**config.mk**
```make
export PLATFORM = sky130hd
export DESIGN_NAME = ram1_ctrl
export DESIGN_NICKNAME = d
export VERILOG_FILES = /design/src/rtl/ram1_ctrl_pkg.sv /design/src/rtl/ram1_ctrl_byte_merge.sv /design/src/rtl/ram1_ctrl.sv
export SDC_FILE = /design/constraint.sdc
export NUM_CORES = 1
export LEC_CHECK = 0
export CORE_UTILIZATION = 30
export CTS_CLUSTER_DIAMETER = 120
export CTS_CLUSTER_SIZE = 24
export DETAILED_ROUTE_END_ITERATION = 10
export HOLD_SLACK_MARGIN = 0.15
export PLACE_DENSITY = 0.56
export SLEW_MARGIN = 20
export SYNTH_ARGS = -nofsm -noshare
export SYNTH_HDL_FRONTEND = slang
export SYNTH_SLANG_ARGS = --single-unit
export TNS_END_PERCENT = 5
```
**constraint.sdc**
```tcl
create_clock -name clk -period 5.5 [get_ports clk]
set_clock_uncertainty 0.1 [all_clocks]
set_input_delay 1.375 -clock clk [delete_from_list [all_inputs] [get_ports clk]]
set_output_delay 1.375 -clock clk [all_outputs]
set_load 0.005 [all_outputs]
```
**src/rtl/ram1_ctrl_pkg.sv**
```systemverilog
// Shared definitions for the single-port RAM controller: FSM states,
// enable levels and the idle bus word.
package ram1_ctrl_pkg;

    typedef enum logic [2:0] {
        IDLE,
        RD,
        WR,
        RMW_RD,
        RMW_WR,
        DONE
    } state_t;

    localparam logic RamChipEnable  = 1'b1;
    localparam logic RamChipDisable = 1'b0;
    localparam logic ReadEnable     = 1'b1;
    localparam logic ReadDisable    = 1'b0;
    localparam logic WriteEnable    = 1'b1;
    localparam logic WriteDisable   = 1'b0;

    localparam logic [31:0] ZeroWord = 32'h0000_0000;
    localparam logic [3:0]  SelAll   = 4'b1111;
    localparam logic [3:0]  SelNone  = 4'b0000;

    // RAM is word addressed; the CPU byte address loses its two low bits.
    function automatic logic [31:0] word_addr(input logic [29:0] word);
        return {2'b00, word};
    endfunction

endpackage

```
**src/rtl/ram1_ctrl_byte_merge.sv**
```systemverilog
// Per-byte-lane merge of a new write word into the word read back from RAM.
module byte_merge (
    input  logic [31:0] old_word,
    input  logic [31:0] new_word,
    input  logic [3:0]  sel,
    output logic [31:0] merged_word
);

    for (genvar gi = 0; gi < 4; gi++) begin : g_lane
        assign merged_word[8*gi +: 8] = sel[gi] ? new_word[8*gi +: 8] : old_word[8*gi +: 8];
    end

endmodule

```
**src/rtl/ram1_ctrl.sv**
```systemverilog
// CPU-to-asynchronous-RAM access controller: each read or write phase holds
// the RAM strobes for WAIT_CYCLES cycles; partial writes use read-modify-write.
module ram1_ctrl
    import ram1_ctrl_pkg::*;
#(
    parameter int WAIT_CYCLES = 1
) (
    input  logic        clk,
    input  logic        rst,
    input  logic        cpu_req,
    input  logic        cpu_we,
    input  logic [31:0] cpu_addr,
    input  logic [3:0]  cpu_sel,
    input  logic [31:0] cpu_wdata,
    output logic [31:0] cpu_rdata,
    output logic        cpu_ack,
    output logic        cpu_stall,
    output logic        ram_ce,
    output logic        ram_re,
    output logic        ram_we,
    output logic [31:0] ram_addr,
    output logic [31:0] ram_wdata,
    input  logic [31:0] ram_rdata
);

    localparam logic [3:0] CntLoad = 4'(WAIT_CYCLES - 1);

    state_t      state_reg, state_next;
    logic [3:0]  cnt_reg, cnt_next;
    logic [29:0] word_reg;
    logic [3:0]  sel_reg;
    logic [31:0] wdata_reg;
    logic [31:0] merge_reg;
    logic [31:0] rdata_reg;
    logic [31:0] merged_word;
    logic        phase_last;
    logic        addr_lsb_unused;

    assign phase_last      = (cnt_reg == 4'd0);
    assign addr_lsb_unused = ^cpu_addr[1:0];
    assign cpu_rdata       = rdata_reg;
    assign cpu_stall       = cpu_req & ~cpu_ack;

    byte_merge u_merge (
        .old_word    (merge_reg),
        .new_word    (wdata_reg),
        .sel         (sel_reg),
        .merged_word (merged_word)
    );

    always_ff @(posedge clk or posedge rst) begin
        if (rst) begin
            state_reg <= IDLE;
            cnt_reg   <= 4'd0;
        end else begin
            state_reg <= state_next;
            cnt_reg   <= cnt_next;
        end
    end

    always_comb begin
        state_next = state_reg;
        cnt_next   = cnt_reg;
        cpu_ack    = 1'b0;
        ram_ce     = RamChipDisable;
        ram_re     = ReadDisable;
        ram_we     = WriteDisable;
        ram_addr   = ZeroWord;
        ram_wdata  = ZeroWord;
        case (state_reg)
            IDLE: begin
                if (cpu_req) begin
                    cnt_next = CntLoad;
                    if (!cpu_we) begin
                        state_next = RD;
                    end else if (cpu_sel == SelAll) begin
                        state_next = WR;
                    end else if (cpu_sel == SelNone) begin
                        state_next = DONE;
                        cnt_next   = 4'd0;
                    end else begin
                        state_next = RMW_RD;
                    end
                end
            end
            RD, RMW_RD: begin
                ram_ce   = RamChipEnable;
                ram_re   = ReadEnable;
                ram_addr = word_addr(word_reg);
                if (!phase_last) begin
                    cnt_next = cnt_reg - 4'd1;
                end else if (state_reg == RMW_RD) begin
                    state_next = RMW_WR;
                    cnt_next   = CntLoad;
                end else begin
                    state_next = DONE;
                end
            end
            WR, RMW_WR: begin
                ram_ce    = RamChipEnable;
                ram_we    = WriteEnable;
                ram_addr  = word_addr(word_reg);
                ram_wdata = (state_reg == RMW_WR) ? merged_word : wdata_reg;
                if (!phase_last) begin
                    cnt_next = cnt_reg - 4'd1;
                end else begin
                    state_next = DONE;
                end
            end
            DONE: begin
                cpu_ack    = 1'b1;
                state_next = IDLE;
            end
            default: begin
                state_next = IDLE;
                cnt_next   = 4'd0;
            end
        endcase
    end

    // Request fields are captured once at accept; read data only on a phase's last cycle.
    always_ff @(posedge clk or posedge rst) begin
        if (rst) begin
            word_reg  <= 30'd0;
            sel_reg   <= SelNone;
            wdata_reg <= ZeroWord;
            merge_reg <= ZeroWord;
            rdata_reg <= ZeroWord;
        end else begin
            if (state_reg == IDLE && cpu_req) begin
                word_reg  <= cpu_addr[31:2];
                sel_reg   <= cpu_sel;
                wdata_reg <= cpu_wdata;
            end
            if (state_reg == RD && phase_last) begin
                rdata_reg <= ram_rdata;
            end
            if (state_reg == RMW_RD && phase_last) begin
                merge_reg <= ram_rdata;
            end
        end
    end

endmodule
```
---- Word level (Yosys, flattened, before mapping) ----
Cells that the tools add are included.
storage, ports and cells
  output and inout port bits .............. 101
  input bits .............................. 104
  word-level logic and storage cells ...... 57
  register bits after elaboration ......... 137
cells by class
  muxes and demuxes ....................... 24
  equality and inequality tests ........... 11
  $add $sub $neg .......................... 1
  bitwise logic cells ..................... 3
  reductions and logical operators ........ 11
operators by type and width
  kind                 count
  $mux 32              2
  $mux 8               4
  $mux 30              1
  $mux 3               6
  $mux 4               4
  $pmux 4 s4           1
  $pmux 3 s3           1
  $logic_not 4->1      2
  $ne 2x2->1 const B   4
  $eq 3x2->1 const B   2
  $eq 3x3->1 const B   2
  $mux 1               5
  $eq 4x4->1 const B   1
  $reduce_and 4->1     1
  $reduce_or 2->1      2
  $reduce_or 4->1      1
  $sub 4x1->4 const B  1
  $eq 3x1->1 const B   1
  $logic_and 1x1->1    3
  $logic_not 3->1      1
  $ne 3x3->1 const B   1
  $reduce_and 3->1     1
  $not 1->1            2
  $and 1x1->1          1

---- Depth between registers and ports, before layout ----
  word-level depth ........................ 6
  mapped depth ............................ 7
  depth with buffers taken out ............ 6

---- By module ----
A second synthesis with hierarchy kept.
unflattened totals
  cell total of the unflattened synthesis .. 509
  area, all modules ....................... 6632.6 µm²
modules (own cells, without submodules)
  module      instances  cells each  sequential area each (µm²)  area an instance (µm²)
  ram1_ctrl   1          473         3428.3                      6107.1
  byte_merge  1          36          0.0                         525.5

---- Worst setup path after synthesis ----
Ideal clock, no wire load.
  kind .................................... reg-to-output
  start point ............................. register state_reg[0]
  end point ............................... output ram_wdata[0]
  path buffers ............................ 3
  required time ........................... 4.025 ns
  setup slack ............................. 2.438 ns
  cell stages (with the launch flop) ...... 8
  arrival ................................. 1.587 ns
  path through ............................ dfrtp_1 -> buf_4 -> or3b_1 -> clkbuf_1 -> or2_2 -> clkbuf_1 -> nand2_1 -> a21oi_1
between the ends
  cells in the longest elaborated chain, start to end .. 3
  elaborated cells on any way between the ends .. 5
  classes of those cells .................. 2 x eq/ne; 2 x mux; 1 x reduce/logical
RTL lines
  element                                            line                               source
  start, declared                                    ram1_ctrl.sv:28                    state_t state_reg, state_next;
  start signal, assigned                             ram1_ctrl.sv:56                    state_reg <= state_next;
  $eq 3x3->1 / $eq 3x2->1 (equally long branches)    ram1_ctrl.sv:70, ram1_ctrl.sv:103
  $mux 32 / $reduce_or 2->1 (equally long branches)  ram1_ctrl.sv:103, ram1_ctrl.sv:70
  $mux 32 (*)                                        ram1_ctrl.sv:70                    case (state_reg)
  end, declared                                      ram1_ctrl.sv:22                    output logic [31:0] ram_wdata,
Every way passes the cells marked *; elsewhere a longest branch is shown, timed or not.

---- Worst setup path in the final report ----
  start point ............................. register state_reg[2]
  end point ............................... output ram_wdata[18]
Same word-level chain as after synthesis.

==> flow_summary.ini <==
[status]
outcome = complete, no violations

[power_and_ir_drop]
p_switching_mw = 1.52
clock_power_share_pct = 22.8
p_comb_share_pct = 41.9
cellPowerDensity_nw_per_um2 = 578
max-vdd-ir-drop_mv = 0.296
intPower_mw = 3.62
leakage_nw = 3.62
p_seq_share_pct = 35.2
switching_share_pct = 29.6
p_total_mw = 5.14

[clock_tree]
clk_latency_ns = 0.41
cts_buffers = 17
ctsResizeCount = 0
cts.path.max_buffers = 2
postCtsSetupBuffers = 0
cts_tree = yes
cts_root_buffer = clkbuf_16
cts.sinks = 137
clk_transition_reported_paths_ns = 0.06
h-tree-depth = 4
hold_buffers = 0

[routing]
ant_nets = 0
firstDrtPassIters = 4
viasPerCell = 4.50
totalWireLength_mm = 15.8
first_iter_violations = 130
wl_per_cell_um = 16.5
drc = 0
routed-via-count = 4312

[floorplan]
fp.dieW_um = 144
die_y_um = 144
core-area_um2 = 19700
num_rows = 51
die_area_um2 = 20800
ioPinCount = 205
initial_core_util_pct = 30.8

[hold_path]
hp-class = flip-flop to flip-flop

[place]
place_ws_ns = 1.33
place.gp.congestion = 0.762
portBuffers = 200
placedCellCount = 926
placed_area_um2 = 8280
place_hpwl_mm = 10.9

[critical_path]
cpPeakStageDelay_ns = 0.68
worstSetupStartpointType = flip-flop
crit_required_ns = 4.03
path_max_fanout = 12
crit_type = flip-flop to primary output
crit_chain = or3b_1 -> nor2_1 -> nand2_1 -> a21oi_1 -> clkdlybuf4s50_1
cp_slowest_cell = dfrtp_1
end_kind = primary output
critPathArrivalTime_ns = 3.13

[timing]
hold_viol_final = 0
rsz0062_at_grt = false
worst_pin_slew_ns = 0.993
timing.setup.tns_ns = 0
fin_crit_sh_pct = 83.7
finalSetupViolCount = 0
fmax_mhz = 217
max-slew-margin-rel_pct = 33.7
finalCriticalPeriod_ns = 4.60
timing.hold.ws_ns = 0.384
setup_slack_ns = 0.899
drv_slew = 0

[grt]
grt_pass1_vias = 4518
track_usage_pct = 16.0
grt_max_degree = 112
antenna_found_initial = 0
grt_overflow = 0
grt_pass1_wl_mm = 24.5

[synthesis]
syn_inst = 487
syn_area_um2 = 6060
ys.warnings.count = 0
synth_flop_cell = dfrtp_1
synth_area_leaders = dfrtp_1 57%, mux2_2 24%, nand2_1 4.3%, and2_1 3.1%, a21oi_1 2.9%
async_reset_ff_share_pct = 100
syn_area_per_cell_um2 = 12.4
synth_area_leader_cell = dfrtp_1
synth-seq-cells = 137
synth_cell_types = 41
synth-edff-count = 0
synth_top_area_share_pct = 56.6
seq_area_frac_synth_pct = 56.6

[finish]
drive_gt1_share_pct = 25.3
final_common_cell = clkdlybuf4s50_1
areaGrowthSynthToFinish_pct = 46.9
fin_area_um2 = 8900
fin_nets = 785
antenna_cells = 0
layout_common_cells = 200 x clkdlybuf4s50_1, 137 x dfrtp_1, 130 x mux2_2
fin_cells = 958
final_util_pct = 45.3

[run]
drv_cap = 0
==> worst max-delay path: cells and delay by family (launching register included) <==
kind                   cells  cell delay (ns)
AND/OR/NAND/NOR            3             1.32
flip-flops                 1             0.68
buffers and inverters      1             0.54
AO/OA/AOI/OAI              1             0.17
==> cell families after synthesis <==
logic type | Yosys count | synth area share (%)
adder cells (fa/ha/maj) | 1 | 0.206
flip-flops | 137 | 56.6
multiplexers | 133 | 24.7
other | 1 | 0.0619
buffers and inverters | 37 | 3.22
AO/OA/AOI/OAI | 44 | 4.07
AND/OR/NAND/NOR | 131 | 10.7
XOR/XNOR | 3 | 0.434
==> cell type report <==
| type | instances | area (µm²) |
|---|---|---|
| Fill cell | 1886 | 10800 |
| Sequential cell | 137 | 3430 |
| Multi-Input combinational cell | 314 | 2470 |
| Timing Repair Buffer | 203 | 2020 |
| Clock buffer | 18 | 439 |
| Tap cell | 265 | 332 |
| Clock inverter | 14 | 171 |
| Inverter | 7 | 33.8 |
==> final timing paths <==
check / startpoint / cells past startpoint / slack (ns) / end
worst min register to register: cpu_rdata[7] / 1 / 0.38 / cpu_rdata[7]
max in group asynchronous: rst / 3 / 2.98 / merge_reg[8]
worst max register to register: cnt_reg[0] / 5 / 2.83 / merge_reg[19]
worst min-delay path: cpu_rdata[7] / 1 / 0.38 / cpu_rdata[7]
min in group asynchronous: rst / 2 / 1.40 / word_reg[21]
worst max-delay path: state_reg[2] / 5 / 0.90 / ram_wdata[18]
==> per-layer routing <==
metal	wire, µm	share of wire (%)	global-route usage [%]
met5	0	0	0
met4	177	1.1	5.99
met3	977	6.2	4.93
met2	7870	50	26.4
met1	6790	43	19.5
==> power groups by stage <==
stage | combinational (mW) | clock, mW | sequential (mW)
after floorplan | 1.20 | 0 | 1.75
after global placement | 2.15 | 0 | 1.80
after detailed placement | 2.18 | 0 | 1.83
after CTS | 2.19 | 1.21 | 1.82
after global routing | 2.36 | 1.26 | 1.89
final | 2.16 | 1.17 | 1.81
==> cell usage after synthesis (2+ instances only) <==
cell and count:
or4_1 2, a21oi_1 35, o31ai_1 2, nor2_1 6, and2_1 30, buf_4 11, mux2_1 2, clkbuf_1 12
or3b_1 2, mux2_2 130, nand2_1 70, xnor2_1 2, nor3b_1 2, or2_2 4, nor2b_1 3, inv_1 7
buf_2 6, nand3_1 2, dfrtp_1 137
Note: power is estimated with default switching activity, not from simulation.
